[src/rtl/ml_pkg.sv]
// Shared definitions for the systolic network cells: result encoding and the read FSM states.
package ml_pkg;

    localparam int ML_DATA_WIDTH    = 32;
    localparam int RESULT_VALID_BIT = ML_DATA_WIDTH;

    localparam logic [ML_DATA_WIDTH:0] EMPTY_RESULT = {1'b0, {ML_DATA_WIDTH{1'b0}}};

    typedef enum logic [0:0] {
        IDLE   = 1'b0,
        STREAM = 1'b1
    } rd_state_e;

endpackage

[src/rtl/input_stream_cell_if.sv]
// Upstream element handshake of input_stream_cell: master offers elements, slave accepts them.
interface input_stream_cell_if #(
    parameter int DATA_WIDTH = 32
) ();

    logic [DATA_WIDTH-1:0] in_value;
    logic                  in_valid;
    logic                  in_ready;

    modport master (
        output in_value,
        output in_valid,
        input  in_ready
    );

    modport slave (
        input  in_value,
        input  in_valid,
        output in_ready
    );

endinterface

[src/rtl/input_slot_buffer.sv]
// Vector slot storage for input_stream_cell: one synchronous write port, one combinational read port.
module input_slot_buffer #(
    parameter int DATA_WIDTH = 32,
    parameter int DEPTH      = 8,
    parameter int ADDR_W     = 3
) (
    input  logic                  clk,
    input  logic                  wr_en,
    input  logic [ADDR_W-1:0]     wr_addr,
    input  logic [DATA_WIDTH-1:0] wr_data,
    input  logic [ADDR_W-1:0]     rd_addr,
    output logic [DATA_WIDTH-1:0] rd_data
);

    logic [DATA_WIDTH-1:0] mem_q [DEPTH];

    // Element write on accepted handshake.
    always_ff @(posedge clk) begin
        if (wr_en) begin
            mem_q[wr_addr] <= wr_data;
        end
    end

    assign rd_data = mem_q[rd_addr];

endmodule

[src/rtl/input_stream_cell.sv]
// Input stage of the systolic network: buffers whole vectors and replays them as index/value streams.
// Optional feature macro: INPUT_STREAM_COUNT_EN adds the vector_count output.
module input_stream_cell
    import ml_pkg::*;
#(
    parameter int DATA_WIDTH    = ML_DATA_WIDTH,
    parameter int WEIGHT_AMOUNT = 4,
    parameter int VECTOR_DEPTH  = 2
) (
    input  logic                  clk,
    input  logic                  rst,
    input_stream_cell_if.slave    in_if,
    output logic [DATA_WIDTH-1:0] output_index,
    output logic [DATA_WIDTH-1:0] output_value,
    output logic [DATA_WIDTH:0]   output_result,
    output logic                  output_enable
`ifdef INPUT_STREAM_COUNT_EN
    ,
    output logic [DATA_WIDTH-1:0] vector_count
`endif
);

    localparam int POS_W  = (WEIGHT_AMOUNT > 1) ? $clog2(WEIGHT_AMOUNT) : 1;
    localparam int SLOT_W = $clog2(VECTOR_DEPTH);
    localparam int DEPTH  = VECTOR_DEPTH * WEIGHT_AMOUNT;
    localparam int ADDR_W = (DEPTH > 1) ? $clog2(DEPTH) : 1;

    localparam logic [POS_W-1:0]  LAST_POS  = POS_W'(WEIGHT_AMOUNT - 1);
    localparam logic [SLOT_W-1:0] LAST_SLOT = SLOT_W'(VECTOR_DEPTH - 1);

    function automatic logic [SLOT_W-1:0] slot_inc(input logic [SLOT_W-1:0] s);
        if (s == LAST_SLOT) begin
            return {SLOT_W{1'b0}};
        end else begin
            return s + SLOT_W'(1);
        end
    endfunction

    function automatic logic [ADDR_W-1:0] slot_addr(input logic [SLOT_W-1:0] s,
                                                     input logic [POS_W-1:0]  p);
        return ADDR_W'(s) * ADDR_W'(WEIGHT_AMOUNT) + ADDR_W'(p);
    endfunction

    logic [SLOT_W-1:0]     wr_slot_q, wr_slot_d;
    logic [POS_W-1:0]      wr_pos_q, wr_pos_d;
    logic [SLOT_W-1:0]     rd_slot_q, rd_slot_d;
    logic [POS_W-1:0]      rd_pos_q, rd_pos_d;
    logic [VECTOR_DEPTH-1:0] full_q, full_d;
    rd_state_e             state_q, state_d;
    logic [DATA_WIDTH-1:0] index_q, index_d;
    logic [DATA_WIDTH-1:0] value_q, value_d;
    logic                  enable_q, enable_d;

    logic                  in_ready_s;
    logic                  accept_s;
    logic                  set_full_s;
    logic                  clr_full_s;
    logic                  last_out_s;
    logic                  emit_s;
    logic [DATA_WIDTH-1:0] rd_data_s;

`ifdef INPUT_STREAM_COUNT_EN
    logic [DATA_WIDTH-1:0] count_q, count_d;
`endif

    input_slot_buffer #(
        .DATA_WIDTH (DATA_WIDTH),
        .DEPTH      (DEPTH),
        .ADDR_W     (ADDR_W)
    ) u_buf (
        .clk     (clk),
        .wr_en   (accept_s),
        .wr_addr (slot_addr(wr_slot_q, wr_pos_q)),
        .wr_data (in_if.in_value),
        .rd_addr (slot_addr(rd_slot_q, rd_pos_q)),
        .rd_data (rd_data_s)
    );

    // Write side: accept elements and mark a slot full when its last position lands.
    always_comb begin
        in_ready_s = ~full_q[wr_slot_q];
        accept_s   = in_if.in_valid & in_ready_s;
        wr_pos_d   = wr_pos_q;
        wr_slot_d  = wr_slot_q;
        set_full_s = 1'b0;
        if (accept_s) begin
            if (wr_pos_q == LAST_POS) begin
                wr_pos_d   = {POS_W{1'b0}};
                wr_slot_d  = slot_inc(wr_slot_q);
                set_full_s = 1'b1;
            end else begin
                wr_pos_d   = wr_pos_q + POS_W'(1);
            end
        end else begin
            wr_pos_d = wr_pos_q;
        end
    end

    assign in_if.in_ready = in_ready_s;

    // Read FSM: IDLE already emits element 0 on its exit edge so a vector follows its last write by one edge.
    always_comb begin
        state_d    = state_q;
        rd_slot_d  = rd_slot_q;
        rd_pos_d   = rd_pos_q;
        index_d    = index_q;
        value_d    = value_q;
        enable_d   = 1'b0;
        clr_full_s = 1'b0;
        last_out_s = 1'b0;
        case (state_q)
            IDLE:    emit_s = full_q[rd_slot_q];
            STREAM:  emit_s = 1'b1;
            default: emit_s = 1'b0;
        endcase
        if (emit_s) begin
            index_d  = DATA_WIDTH'(rd_pos_q);
            value_d  = rd_data_s;
            enable_d = 1'b1;
            if (rd_pos_q == LAST_POS) begin
                clr_full_s = 1'b1;
                last_out_s = 1'b1;
                rd_pos_d   = {POS_W{1'b0}};
                rd_slot_d  = slot_inc(rd_slot_q);
                state_d    = full_q[slot_inc(rd_slot_q)] ? STREAM : IDLE;
            end else begin
                rd_pos_d   = rd_pos_q + POS_W'(1);
                state_d    = STREAM;
            end
        end else begin
            state_d = IDLE;
        end
    end

    // Slot flags: writer and reader never touch the same slot on one edge, so both updates apply.
    always_comb begin
        full_d = full_q;
        if (clr_full_s) begin
            full_d[rd_slot_q] = 1'b0;
        end else begin
            full_d[rd_slot_q] = full_q[rd_slot_q];
        end
        if (set_full_s) begin
            full_d[wr_slot_q] = 1'b1;
        end else begin
            full_d[wr_slot_q] = full_d[wr_slot_q];
        end
    end

`ifdef INPUT_STREAM_COUNT_EN
    // Completed-vector counter; wraps silently.
    always_comb begin
        if (last_out_s) begin
            count_d = count_q + DATA_WIDTH'(1);
        end else begin
            count_d = count_q;
        end
    end
`endif

    // State, pointer and output registers.
    always_ff @(posedge clk) begin
        if (rst) begin
            wr_slot_q <= {SLOT_W{1'b0}};
            wr_pos_q  <= {POS_W{1'b0}};
            rd_slot_q <= {SLOT_W{1'b0}};
            rd_pos_q  <= {POS_W{1'b0}};
            full_q    <= {VECTOR_DEPTH{1'b0}};
            state_q   <= IDLE;
            index_q   <= {DATA_WIDTH{1'b0}};
            value_q   <= {DATA_WIDTH{1'b0}};
            enable_q  <= 1'b0;
`ifdef INPUT_STREAM_COUNT_EN
            count_q   <= {DATA_WIDTH{1'b0}};
`endif
        end else begin
            wr_slot_q <= wr_slot_d;
            wr_pos_q  <= wr_pos_d;
            rd_slot_q <= rd_slot_d;
            rd_pos_q  <= rd_pos_d;
            full_q    <= full_d;
            state_q   <= state_d;
            index_q   <= index_d;
            value_q   <= value_d;
            enable_q  <= enable_d;
`ifdef INPUT_STREAM_COUNT_EN
            count_q   <= count_d;
`endif
        end
    end

    assign output_index  = index_q;
    assign output_value  = value_q;
    assign output_enable = enable_q;
    assign output_result = (DATA_WIDTH + 1)'(EMPTY_RESULT);
`ifdef INPUT_STREAM_COUNT_EN
    assign vector_count  = count_q;
`endif

endmodule

[src/flat_wrapper.sv]
// flat-port wrapper written by rule: the top's interface ports become plain ports
module input_stream_cell_flat import ml_pkg::*;
#(
    parameter int DATA_WIDTH    = ML_DATA_WIDTH,
    parameter int WEIGHT_AMOUNT = 4,
    parameter int VECTOR_DEPTH  = 2
)
  (clk, rst, output_index, output_value, output_result, output_enable, in_if_in_value, in_if_in_valid, in_if_in_ready);
  input_stream_cell_if #(.DATA_WIDTH(DATA_WIDTH)) in_if_i ();
  input  logic clk;
  input  logic rst;
  output logic [DATA_WIDTH-1:0] output_index;
  output logic [DATA_WIDTH-1:0] output_value;
  output logic [DATA_WIDTH:0] output_result;
  output logic output_enable;
  input wire logic [$bits(in_if_i.in_value)-1:0] in_if_in_value;
  input wire logic [$bits(in_if_i.in_valid)-1:0] in_if_in_valid;
  output wire logic [$bits(in_if_i.in_ready)-1:0] in_if_in_ready;
  assign in_if_i.in_value = in_if_in_value;
  assign in_if_i.in_valid = in_if_in_valid;
  assign in_if_in_ready = in_if_i.in_ready;
  input_stream_cell #(.DATA_WIDTH(DATA_WIDTH), .WEIGHT_AMOUNT(WEIGHT_AMOUNT), .VECTOR_DEPTH(VECTOR_DEPTH)) u_core (.clk(clk), .rst(rst), .in_if(in_if_i), .output_index(output_index), .output_value(output_value), .output_result(output_result), .output_enable(output_enable));
endmodule
[config.mk]
export PLATFORM = sky130hd
export DESIGN_NAME = input_stream_cell_flat
export DESIGN_NICKNAME = d
export VERILOG_FILES = /design/src/rtl/ml_pkg.sv /design/src/rtl/input_stream_cell_if.sv /design/src/rtl/input_slot_buffer.sv /design/src/rtl/input_stream_cell.sv /design/src/flat_wrapper.sv
export SDC_FILE = /design/constraint.sdc
export NUM_CORES = 1
export LEC_CHECK = 0
export BUFFER_PORTS_ARGS = -buffer_cell sky130_fd_sc_hd__buf_2
export CAP_MARGIN = 20
export CORE_MARGIN = 2
export CORE_UTILIZATION = 60
export CTS_BUF_LIST = sky130_fd_sc_hd__clkbuf_8
export CTS_CLUSTER_SIZE = 40
export DETAILED_ROUTE_END_ITERATION = 8
export PLACE_DENSITY_LB_ADDON = 0.3
export SKIP_LAST_GASP = 1
export SLEW_MARGIN = 10
export SYNTH_ARGS = -nofsm -noshare
export SYNTH_HDL_FRONTEND = slang
export SYNTH_SLANG_ARGS = --single-unit
[constraint.sdc]
create_clock -name clk -period 6 [get_ports clk]
set_clock_uncertainty 0.05 [all_clocks]
set_input_delay 1.8 -clock clk [delete_from_list [all_inputs] [get_ports clk]]
set_output_delay 1.8 -clock clk [all_outputs]
set_load 0.005 [all_outputs]
* After elaboration in Yosys (flattened, before gate mapping)
Memories as Yosys holds them, arrays and structs flattened. A register that Yosys moved wholly into a read port is not among the register bits.
Index checks and enable logic that the tools add are counted.
** Storage, ports and cells
- Register bits after elaboration :: 12
- Bits in latches :: 0
- Memory bits (writable) :: 256
- Memory bits (read-only) :: 0
- Output and inout bits :: 99
- Logic and storage cells :: 66
- Memories :: 1
** Cells by class
- $add $sub $neg :: 6
- $mul :: 0
- Div/mod/pow operators :: 0
- $lt $le $gt $ge :: 5
- Eq/ne operators :: 2
- Shifts and indexed selects :: 0
- Muxes and demuxes :: 32
- Bitwise logic cells :: 7
- Reductions and logical operators :: 5
** Memory list
- u_core.u_buf.mem_q :: words 8, width 32, rd ports 1, clocked after memory_dff 1, write ports 1, RTL line input_slot_buffer.sv:15 : logic [DATA_WIDTH-1:0] mem_q [DEPTH];
** Operator list (count)
- $mux W1 :: 23
- $mux W2 :: 4
- $add A3 B2 Y3 :: 2
- $lt A1 B2 Y1 const B :: 3
- $add A2 B1 Y2 const B :: 2
- $bwmux W2 :: 2
- $eq A2 B2 Y1 const B :: 2
- $reduce_and A2 Y1 :: 2
- $not A1 Y1 :: 3
- $add A1 B1 Y1 const B :: 2
- $and A2 B2 Y2 :: 1
- $demux W1 S1 :: 2
- $ge A1 B1 Y1 const B :: 2
- $logic_and A1 B1 Y1 :: 2
- $not A2 Y2 :: 1
- $or A2 B2 Y2 :: 1
- $pmux W1 S2 :: 1
- $reduce_or A2 Y1 :: 1
- $and A1 B1 Y1 :: 1

* Longest topological paths before layout
- Word-level depth :: 11
- Mapped depth :: 7

* Modules after synthesis
A second synthesis with hierarchy kept.
** Second synthesis, totals
- Cell total of the unflattened synthesis :: 642
- Area total of the unflattened synthesis :: 12300.5 um2
** By module, submodules not included
- input_slot_buffer :: instances 1, cells an instance 383, area each 9825.7 um2, sequential area each 7687.4 um2
- input_stream_cell :: instances 1, cells an instance 259, area each 2474.9 um2, sequential area each 880.8 um2

* Least setup slack after synthesis
Ideal clock, no wire load.
- Path kind :: input-to-reg
- From :: in in_if_in_valid
- To :: mem u_core.u_buf.mem_q[0][0] (enable)
- Data arrival time :: 4.998 ns
- Data required time :: 5.449 ns
- Setup slack :: 0.450 ns
- Stages :: 2
- Cells stage by stage :: nand2_1 > nor4_1
** Between the ends
- Longest elaborated chain between the ends :: 3
** Ends and longest elaborated chain
- start: declaration :: RTL line flat_wrapper.sv:17 : input wire logic [$bits(in_if_i.in_valid)-1:0] in_if_in_valid;
- $and A1 B1 Y1 :: RTL line input_stream_cell.sv:82 : accept_s = in_if.in_valid & in_ready_s;
- $mux W1 :: RTL line input_slot_buffer.sv:19 : if (wr_en) begin
- $mux W1 (implied by the code) :: RTL line input_slot_buffer.sv:20 : mem_q[wr_addr] <= wr_data;
- end: declaration :: RTL line input_slot_buffer.sv:15
No other way between the ends.

* Worst setup path after layout
- From :: reg u_core.wr_slot_q
- To :: out in_if_in_ready
** Between the ends
- Longest elaborated chain between the ends :: 3
** Ends and longest elaborated chain
- start: declaration :: RTL line input_stream_cell.sv:44 : logic [SLOT_W-1:0] wr_slot_q, wr_slot_d;
- start signal: assignment :: RTL line input_stream_cell.sv:164 : wr_slot_q <= {SLOT_W{1'b0}};
- start signal: assignment :: RTL line input_stream_cell.sv:177 : wr_slot_q <= wr_slot_d;
- $mux W1 (implied by the code) (2 in a row) :: RTL line input_stream_cell.sv:81 : in_ready_s = ~full_q[wr_slot_q];
- $not A1 Y1 :: RTL line input_stream_cell.sv:81
- end: declaration :: RTL line flat_wrapper.sv:18 : output wire logic [$bits(in_if_i.in_ready)-1:0] in_if_in_ready;
No other way between the ends. The select of a mux whose other input is x is not followed.

==> metrics <==
CP Data Arrival Time=1650 ps; Ys Warns=0; clock sink count=300; nets@finish=between 700 and 800; final wirelength=21500 um; gr usage total=21.2%; post-route insts no fill=1045; die area=20700 um2; Avg WL per Cell=20.5 um; Worst-Skew Late Latency=560 ps; XOR/XNOR Fraction of Synth Area=0%; Synth Area per Inst=around 18 um2; post_cts resized=0; Max Root-Sink Buffers=3; DRT Pass-1 Iters=5; leakage power=about 4.4 nW; Num CTS Buffers=46; setup TNS=0 ps; Max Cap Violations=0; Chip Height=~140 um; simple-gate portion of the synthesized area=3.13%; crit start category=flop; Synth Instances=644; Post-synth EDFFs=256; Hold WC Path Type=flop to flop; Placed Cells=956; Multi-input gate area=2750 um2; first-pass GRT wire length=32500 um; adder-cell share of the synthesized area=0.213%; status=completed; RSZ-0062 raised after global routing=no; commonest non-fill, non-tap cell in the layout=edfxtp_1; Ports=roughly 130; CTS H-tree depth=2; VDD IR max=0.207 mV; CTS Root Buffer Type=clkbuf_8; initial antenna violation count=1; final period utilization=58.3%; Core Rows=51; Worst setup EP type=output port; clock-pin slew on the worst setup and hold paths=60 ps; register area=about 8600 um2; fraction of registers with async set/reset=0%; CTS tree=yes; DRT iter0 DRCs=459; Netlist cell types=34; final hold viol count=0; Final Util=67.1%; fill count=1280; ANT nets after route=0; postcts setup bufs=0; GPL Wtd Cong=0.759; share of cells above drive strength 1=a little under a quarter; most frequent cells in the layout=edfxtp_1 (256), buf_2 (70), mux2i_1 (69); actual slew at the worst max-slew pin=between 1000 and 1500 ps; DRC violations left=0; DP Wirelength=around 12000 um; PortBufs=70; Compound-Gate Fraction of Synth Area=5.42%; largest fanout on the critical path=9; area grow syn2layout=10.3%; starting density of the core=60.8%; register bit total from synthesis=300; Yosys top cell area share=65.4%; total grt overflow=0; total number of vias=about 5900; power density over cell area=a little over 300 nW/um2; largest net degree at the start of global routing=51; mux contribution to synthesized area=between 10% and 20%; top_reg_cell synth=edfxtp_1; synth top area cells=edfxtp_1 (65%), dfxtp_1 (7.5%), mux2i_1 (5.9%); Hold Buf Count CTS=0; Fmax=0.286 GHz; Core Region=19300 um2; Worst Path Required=4150 ps; Synth area leader=edfxtp_1; Die X=~140 um; Slew HR=26.9%; Crit Path Class=flop to output port; share of the yosys chip area belonging to registers=72.9%; total power=just under 0.004 W; Pins Over Slew Limit=0; main combinational cell family by area after synthesis=multiplexers; vias in the first global route=~6000; Hold Slack=416 ps; Final setup viols=0; Tmin final=3500 ps; area of the mapped netlist=11800 um2; vias per cell=approximately 5.6
==> final cells by class <==
| cell class | count | area share, % |
|---|---|---|
| Multi-Input combinational cell | 307 | 21.2 |
| Clock buffer | 48 | 5.09 |
| Timing Repair Buffer | 86 | 3.78 |
| Sequential cell | 300 | 66.1 |
| Clock inverter | 37 | 1.17 |
| Antenna cell | 1 | 0.0193 |
| Inverter | 1 | 0.0289 |
| Tap cell | 265 | 2.56 |
==> cells in the mapped netlist (all sizes together) (2+ instances only) <==
library cell and instances:
clkbuf 9, mux2i 69, o21ai 2, nand2b 34, ha 2, a211oi 2
buf 89, mux4 32, edfxtp 256, a21oi 6, a22oi 32, a32o 32
nand2 9, dfxtp 44, nor3 4, nor2 9, nor2b 2, or3 3
==> registers in the layout (all words and copies together), names as in the netlist <==
name and count:
u_core.u_buf.mem_q 256, u_core.wr_pos_q 2, u_core.rd_pos_q 2, u_core.output_enable 1, u_core.output_index 2, u_core.wr_slot_q 1, u_core.output_value 32, u_core.state_q 1
u_core.full_q 2, u_core.rd_slot_q 1
==> metrics by stage <==
step	setup WS [ps]	area (um2)
2_1_floorplan	450	12000
4_1_cts	2490	12900
3_3_place_gp	2170	12100
6_report	2500	13000
5_1_grt	2420	13000
3_5_place_dp	2090	12100
==> where the power goes <==
group	internal, W	total [W]	switching, W
Clock	0.000741	0.00148	0.000743
Combinational	0.0000560	0.000151	0.0000946
Sequential	0.00231	0.00232	0.0000185
Total	0.00310	0.00396	0.000856
==> logic make-up (layout without fill, tap and decap cells) <==
group	count (synthesis)	in the layout
buffers and inverters	99	172
adder cells (fa/ha/maj)	2	2
multiplexers	101	101
AND/OR/NAND/NOR	66	66
flip-flops	300	300
AO/OA/AOI/OAI	75	75
other	1	64
==> layer usage <==
layer  global-route usage (%)  up-vias  share of wire (%)
li1                         -     2633                  -
met1                     26.4     2996                 40
met2                     37.2      227                 52
met3                     4.01       36                6.4
met4                     7.79        0                1.8
met5                        0        -                  0
==> path summary, 6_finish.rpt <==
| path | from | end | slack (ps) | cells after the start |
|---|---|---|---|---|
| min | u_core.output_value[19] | u_core.output_value[19] | 420 | 1 |
| max reg2reg | u_core.rd_pos_q[0] | u_core.output_value[2] | 3180 | 4 |
| max | u_core.wr_slot_q | in_if_in_ready | 2500 | 2 |
| min reg2reg | u_core.output_value[19] | u_core.output_value[19] | 420 | 1 |
==> worst max-delay path, cell delays in order (launching register included) <==
cell and delay, ps:
dfxtp_1 510, mux2i_1 400, buf_2 180
Note: power is estimated with default switching activity, not from simulation.
